$ cat src/rtl/data_path_muxs_pkg.sv
// Shared types for the pipeline hazard controller: FSM state, per-stage
// register control bundle and the load-use detection rule.
package data_path_muxs_pkg;

  localparam int REG_W = 5;

  typedef enum logic [1:0] {
    RUN    = 2'd0,
    WAIT   = 2'd1,
    HALTED = 2'd2
  } hazard_state_t;

  typedef struct packed {
    logic pc_enable;
    logic enable_IF_ID;
    logic flush_IF_ID;
    logic enable_ID_EX;
    logic flush_ID_EX;
    logic enable_EX_MEM;
    logic flush_EX_MEM;
    logic enable_MEM_WB;
    logic flush_MEM_WB;
  } hazard_ctrl_t;

  localparam hazard_ctrl_t CTRL_HOLD = '0;

  localparam hazard_ctrl_t CTRL_RUN = '{
    pc_enable:     1'b1,
    enable_IF_ID:  1'b1,
    flush_IF_ID:   1'b0,
    enable_ID_EX:  1'b1,
    flush_ID_EX:   1'b0,
    enable_EX_MEM: 1'b1,
    flush_EX_MEM:  1'b0,
    enable_MEM_WB: 1'b1,
    flush_MEM_WB:  1'b0
  };

  // $zero never carries a real dependency, so a load into r0 is not a hazard.
  function automatic logic is_load_use(
    input logic             dren_ex,
    input logic [REG_W-1:0] rt_ex,
    input logic [REG_W-1:0] rs_id,
    input logic [REG_W-1:0] rt_id
  );
    return dren_ex && (rt_ex != '0) && ((rt_ex == rs_id) || (rt_ex == rt_id));
  endfunction

endpackage

$ cat src/rtl/sat_counter.sv
// Saturating up-counter: sticks at all-ones instead of wrapping.
module sat_counter #(
  parameter int CNT_W = 32
) (
  input  logic             clk,
  input  logic             rst_n,
  input  logic             inc,
  output logic [CNT_W-1:0] count
);

  logic [CNT_W-1:0] count_q, count_d;

  always_comb begin
    count_d = count_q;
    if (inc && (count_q != '1)) begin
      count_d = count_q + CNT_W'(1);
    end
  end

  always_ff @(posedge clk or negedge rst_n) begin
    if (!rst_n) begin
      count_q <= '0;
    end else begin
      count_q <= count_d;
    end
  end

  assign count = count_q;

endmodule

$ cat src/rtl/pipeline_hazard_ctrl.sv
// Central stall/flush controller for the 5-stage pipeline: arbitrates cache
// waits, load-use bubbles, branch/jump flushes and halt.
module pipeline_hazard_ctrl
  import data_path_muxs_pkg::*;
#(
  parameter int CNT_W = 32
) (
  input  logic             CLK,
  input  logic             nRST,
  input  logic             ihit,
  input  logic             dhit,
  input  logic             dREN_EX_MEM,
  input  logic             dWEN_EX_MEM,
  input  logic             dREN_ID_EX,
  input  logic [REG_W-1:0] Rt_ID_EX,
  input  logic [REG_W-1:0] Rs_IF_ID,
  input  logic [REG_W-1:0] Rt_IF_ID,
  input  logic             branch_taken_EX_MEM,
  input  logic             jump_IF_ID,
  input  logic             halt_MEM_WB,
  output logic             pc_enable,
  output logic             enable_IF_ID,
  output logic             flush_IF_ID,
  output logic             enable_ID_EX,
  output logic             flush_ID_EX,
  output logic             enable_EX_MEM,
  output logic             flush_EX_MEM,
  output logic             enable_MEM_WB,
  output logic             flush_MEM_WB,
  output logic             iREN_gated,
  output logic             dREN_gated,
  output logic             dWEN_gated,
  output logic             halt,
  output logic [CNT_W-1:0] stall_cycles,
  output logic [CNT_W-1:0] flush_count,
  output hazard_state_t    state_dbg
);

  hazard_state_t state_q, state_d;
  logic          if_done_q, if_done_d;
  logic          mem_done_q, mem_done_d;
  logic          mem_op, active, advance, load_use;
  logic          stall_inc, flush_inc;
  hazard_ctrl_t  ctrl;

  // Pipeline controls. Holding reset counts as "not advancing" so nothing
  // moves while nRST is low.
  always_comb begin
    mem_op    = dREN_EX_MEM | dWEN_EX_MEM;
    active    = nRST & (state_q != HALTED);
    advance   = (ihit | if_done_q) & (~mem_op | dhit | mem_done_q) & active;
    load_use  = is_load_use(dREN_ID_EX, Rt_ID_EX, Rs_IF_ID, Rt_IF_ID);
    ctrl      = CTRL_HOLD;
    stall_inc = 1'b0;
    flush_inc = 1'b0;
    if (active) begin
      if (!advance) begin
        stall_inc = 1'b1;
      end else if (branch_taken_EX_MEM) begin
        ctrl              = CTRL_RUN;
        ctrl.flush_IF_ID  = 1'b1;
        ctrl.flush_ID_EX  = 1'b1;
        ctrl.flush_EX_MEM = 1'b1;
        flush_inc         = 1'b1;
      end else if (load_use) begin
        // Freeze PC and IF/ID, inject a bubble into ID/EX; a JR on the
        // loaded register is simply re-decoded next cycle.
        ctrl              = CTRL_RUN;
        ctrl.pc_enable    = 1'b0;
        ctrl.enable_IF_ID = 1'b0;
        ctrl.flush_ID_EX  = 1'b1;
        stall_inc         = 1'b1;
      end else begin
        ctrl = CTRL_RUN;
        if (jump_IF_ID) begin
          ctrl.flush_IF_ID = 1'b1;
          flush_inc        = 1'b1;
        end
      end
    end
  end

  // A hit that lands while the pipeline is held is remembered so the request
  // is not re-issued (a store must never be written twice).
  always_comb begin
    state_d    = state_q;
    if_done_d  = if_done_q;
    mem_done_d = mem_done_q;
    if (state_q != HALTED) begin
      if (advance) begin
        if_done_d  = 1'b0;
        mem_done_d = 1'b0;
      end else begin
        if_done_d  = if_done_q | ihit;
        mem_done_d = mem_done_q | (dhit & mem_op);
      end
      if (halt_MEM_WB) begin
        state_d = HALTED;
      end else begin
        state_d = advance ? RUN : WAIT;
      end
    end
  end

  always_ff @(posedge CLK or negedge nRST) begin
    if (!nRST) begin
      state_q    <= RUN;
      if_done_q  <= 1'b0;
      mem_done_q <= 1'b0;
    end else begin
      state_q    <= state_d;
      if_done_q  <= if_done_d;
      mem_done_q <= mem_done_d;
    end
  end

  sat_counter #(.CNT_W(CNT_W)) u_stall_cnt (
    .clk   (CLK),
    .rst_n (nRST),
    .inc   (stall_inc),
    .count (stall_cycles)
  );

  sat_counter #(.CNT_W(CNT_W)) u_flush_cnt (
    .clk   (CLK),
    .rst_n (nRST),
    .inc   (flush_inc),
    .count (flush_count)
  );

  assign pc_enable     = ctrl.pc_enable;
  assign enable_IF_ID  = ctrl.enable_IF_ID;
  assign flush_IF_ID   = ctrl.flush_IF_ID;
  assign enable_ID_EX  = ctrl.enable_ID_EX;
  assign flush_ID_EX   = ctrl.flush_ID_EX;
  assign enable_EX_MEM = ctrl.enable_EX_MEM;
  assign flush_EX_MEM  = ctrl.flush_EX_MEM;
  assign enable_MEM_WB = ctrl.enable_MEM_WB;
  assign flush_MEM_WB  = ctrl.flush_MEM_WB;

  assign iREN_gated = ~if_done_q & active;
  assign dREN_gated = dREN_EX_MEM & ~mem_done_q & active;
  assign dWEN_gated = dWEN_EX_MEM & ~mem_done_q & active;
  assign halt       = (state_q == HALTED);
  assign state_dbg  = state_q;

endmodule

$ cat config.mk
export PLATFORM = sky130hd
export DESIGN_NAME = pipeline_hazard_ctrl
export DESIGN_NICKNAME = d
export VERILOG_FILES = /design/src/rtl/data_path_muxs_pkg.sv /design/src/rtl/sat_counter.sv /design/src/rtl/pipeline_hazard_ctrl.sv
export SDC_FILE = /design/constraint.sdc
export NUM_CORES = 1
export LEC_CHECK = 0
export ABC_AREA = 1
export BUFFER_PORTS_ARGS = -buffer_cell sky130_fd_sc_hd__buf_2
export CORE_UTILIZATION = 50
export CTS_CLUSTER_SIZE = 20
export DETAILED_ROUTE_END_ITERATION = 8
export GPL_TIMING_DRIVEN = 1
export PLACE_DENSITY_LB_ADDON = 0.3
export SYNTH_ARGS = -nofsm -noshare
export SYNTH_HDL_FRONTEND = slang
export SYNTH_SLANG_ARGS = --single-unit
$ cat constraint.sdc
create_clock -name CLK -period 1.68 [get_ports CLK]
set_input_delay 0.084 -clock CLK [delete_from_list [all_inputs] [get_ports CLK]]
set_output_delay 0.084 -clock CLK [all_outputs]
set_load 0.005 [all_outputs]
==> summary.md <==
| Metric | Value |
|---|---|
| DP Worst Slack | -0.03637 ns |
| Largest net degree at the start of global routing | approximately 70 |
| Routed len/inst | about 16 um |
| Clock Tree Buf Depth | 2 |
| DRC Markers | 0 |
| Num ports | between 100 and 150 |
| Synth cell types | 30 |
| Grt total ovfl | 0 |
| Die H | roughly 100 um |
| # diodes | 0 |
| Synth Cell Area | between 4000 and 5000 um^2 |
| Data arrival, critical path | between 1.5 and 2 ns |
| Root Driver | clkbuf_8 |
| Fin cells | a little over 1k |
| Fin crit period | roughly 1.8 ns |
| Tcrit/Tclk final | 106.4% |
| Sequential-to-total area share from yosys stat | a little over a third |
| First-pass GRT wire length | about 25000 um |
| Worst slew margin | a little over two fifths |
| Worst skew pair latency | about 0.36 ns |
| Fmax | around 0.56 GHz |
| Element type at the critical path end | primary output |
| Final Max Tran Viols | 0 |
| Status | finished, violations left |
| Max_cap viols | 0 |
| FF/Latch Area | approximately 1700 um^2 |
| Via density | approximately 5.4 |
| RSZ-0062 raised after global routing | true |
| Cell count after placement | 987 |
| Multi-input gate area | approximately 3100 um^2 |
| Final setup violation count | 34 |
| Area leader, netlist | dfrtp_1 |
| R2r worst-path depth | 7 |
| Gpl congestion | 0.9878 |
| Synth Area per Inst | roughly 6.7 um^2 |
| Largest fanout on the critical path | 4 |
| R2r endpoint | u_flush_cnt.count[24] |
| Final worst slack | -0.1071 ns |
| Die Area | around 10000 um^2 |
| Nature of the critical path startpoint | register |
| DRT Pass-1 Iters | 7 |
| RR Startpoint | u_flush_cnt.count[12] |
| Number of nets in the layout | 930 |
| Initial antenna violation count | 0 |
| Area delta synth->final | 44.54% |
| Tightest Pin Transition | 0.8660 ns |
| Core ar. | 9240 um^2 |
| Clk slew on worst S/H paths | roughly 0.080 ns |
| Type of the worst min-delay path | in -> async |
| Failing checks | negative setup slack |
| Worst VDD drop | approximately 570 uV |
| Post-Synthesis Net Count | between 700 and 800 |
| WS Path Type | reg -> out |
| Worst setup path start | state_dbg[1] |
| PD cells | roughly 710 nW/um^2 |
| Reg2reg setup slack | -0.08 ns |
| Post-route ant nets | 0 |
| Share of layout cells above drive strength 1 | 36.23% |
| YS warnings | 0 |
| Synth area leaders | dfrtp_1 36%, nand2_1 23%, nor2_1 6.5% |
| Async S/R FF share, synth | 100.0% |
| Tot GR Track Use | between 30% and 40% |
| Post-DP HPWL | 10600 um |
| Port buffer count | about 100 |
| Lkg Pwr | 3.619 nW |
| # clock sinks | 68 |
| Final Hold Fails | 0 |
| Cell count after synthesis | around 710 |
| CP required | 1.60 ns |
| CTS tree | yes |
| DR vias | ~5.6k |
| DRT iter0 DRCs | between 300 and 400 |
| Main flop type after synthesis | dfrtp_1 |
| Starting density of the core | between 50% and 60% |
| Fill cell count | between 600 and 700 |
| Crit path to | flush_IF_ID |
| Vias in the first global route | roughly 5.2k |
| Skew final | around 0.0036 ns |
| Post-synth EDFFs | 0 |
| Synth top area share | around 36% |
| Die span in x | roughly 100 um |
| FP Rows | 35 |
| H-tree levels | 3 |
| Total Wirelength | ~17000 um |
| CTS Buf Count | 9 |
| Seq cells post-synth | a little under 70 |
[routing by layer]
layer,vias to the layer above,track usage (%),wire length [um]
li1,2645,-,-
met1,2609,38.53,6199
met2,296,57.67,8502
met3,68,4.006,1340
met4,0,16.74,721
met5,-,0,0
[Yosys cell counts, types with 4 or more instances]
master / number
dfrtp_1: 68
nand2_1: 294
buf_2: 13
xor2_1: 30
clkbuf_1: 4
nand4_1: 36
nor2_1: 83
xnor2_1: 23
nand3b_1: 5
nand3_1: 51
inv_1: 51
buf_4: 5
nor3_1: 20
[cell families after synthesis]
family | after synthesis | synth area share [%]
other | 1 | 0.07848
XOR/XNOR | 53 | 9.714
AND/OR/NAND/NOR | 509 | 46.40
AO/OA/AOI/OAI | 4 | 0.4188
flip-flops | 68 | 35.61
buffers and inverters | 77 | 7.253
adder cells (fa/ha/maj) | 2 | 0.5236
[critical path: stages (launching register included)]
cell,delay [ns]
dfrtp_1,0.38
inv_1,0.06
or2_4,0.12
nand2_4,0.05
nor3_4,0.21
buf_6,0.16
nand2_4,0.06
nand2_4,0.09
buf_12,0.12
buf_6,0.09
[cell usage in the layout, fill, tap and decap left out, drive strengths merged]
| master | instances |
|---|---|
| inv | 51 |
| nor3b | 2 |
| ha | 2 |
| nor4 | 1 |
| xor2 | 30 |
| o21ai | 3 |
| nand3b | 5 |
| nand4 | 39 |
| or2 | 3 |
| nand2 | 296 |
| a21oi | 1 |
| dlygate4sd3 | 1 |
| nand3 | 54 |
| clkbuf | 14 |
| conb | 1 |
| nor3 | 22 |
| buf | 199 |
| nor2 | 87 |
| clkinv | 4 |
| bufinv | 2 |
| dfrtp | 68 |
| xnor2 | 23 |
[power by group]
part	internal (W)	switching [W]
sequential	0.00176	0.000140
clock	0.000876	0.000706
combinational	0.000666	0.000724
[registers in the layout, summed over array words and instances (netlist names)]
signal	cells
u_stall_cnt.count	32
u_flush_cnt.count	32
state_dbg	2
mem_done_q	1
if_done_q	1
[layout make-up]
class | instances | share of cell area, %
repair buffers | 204 | 21.83
inverters | 51 | 2.772
flip-flops and latches | 68 | 24.89
well taps | 129 | 2.337
clock buffers | 10 | 1.993
clock inverters | 6 | 1.268
multi-input cells | 569 | 44.91
[worst min-delay path by stage]
stage                      startpoint                    end  slack (ns)  cells past startpoint
final                            nRST  u_stall_cnt.count[19]       0.002                      2
after global routing             ihit              if_done_q        0.08                      3
after CTS                        ihit              if_done_q        0.02                      3
after detailed placement  halt_MEM_WB           state_dbg[1]        0.30                      2
after floorplan                  nRST              if_done_q       -0.21                      0
after global placement    halt_MEM_WB           state_dbg[1]        0.29                      2
[repair_timing]
item / CTS / global route
pin swaps: 30 / 35
resized for setup: 44 / 99
buffers inserted: 18 / 9
endpoints found under the hold margin: 2 / 0
hold buffers: 1 / 0
gates cloned: 4 / 3
endpoints found under the setup margin: 69 / 72
[stage by stage]
step	hold WS, ns	power [W]	instance area (um^2)	util (%)	TNS [ns]
6_report	0.001707	0.004871	6907	74.75	-1.310
3_5_place_dp	0.2953	0.002854	5848	63.29	-0.6312
4_1_cts	0.02400	0.004606	6464	69.95	-0.6440
5_1_grt	0.07569	0.005064	6907	74.75	-6.658
2_1_floorplan	-0.2116	0.002409	4783	-	-0.1150
3_3_place_gp	0.2941	0.002815	5848	63.29	-0.06223
No activity file was read; power rests on OpenSTA's default activity.
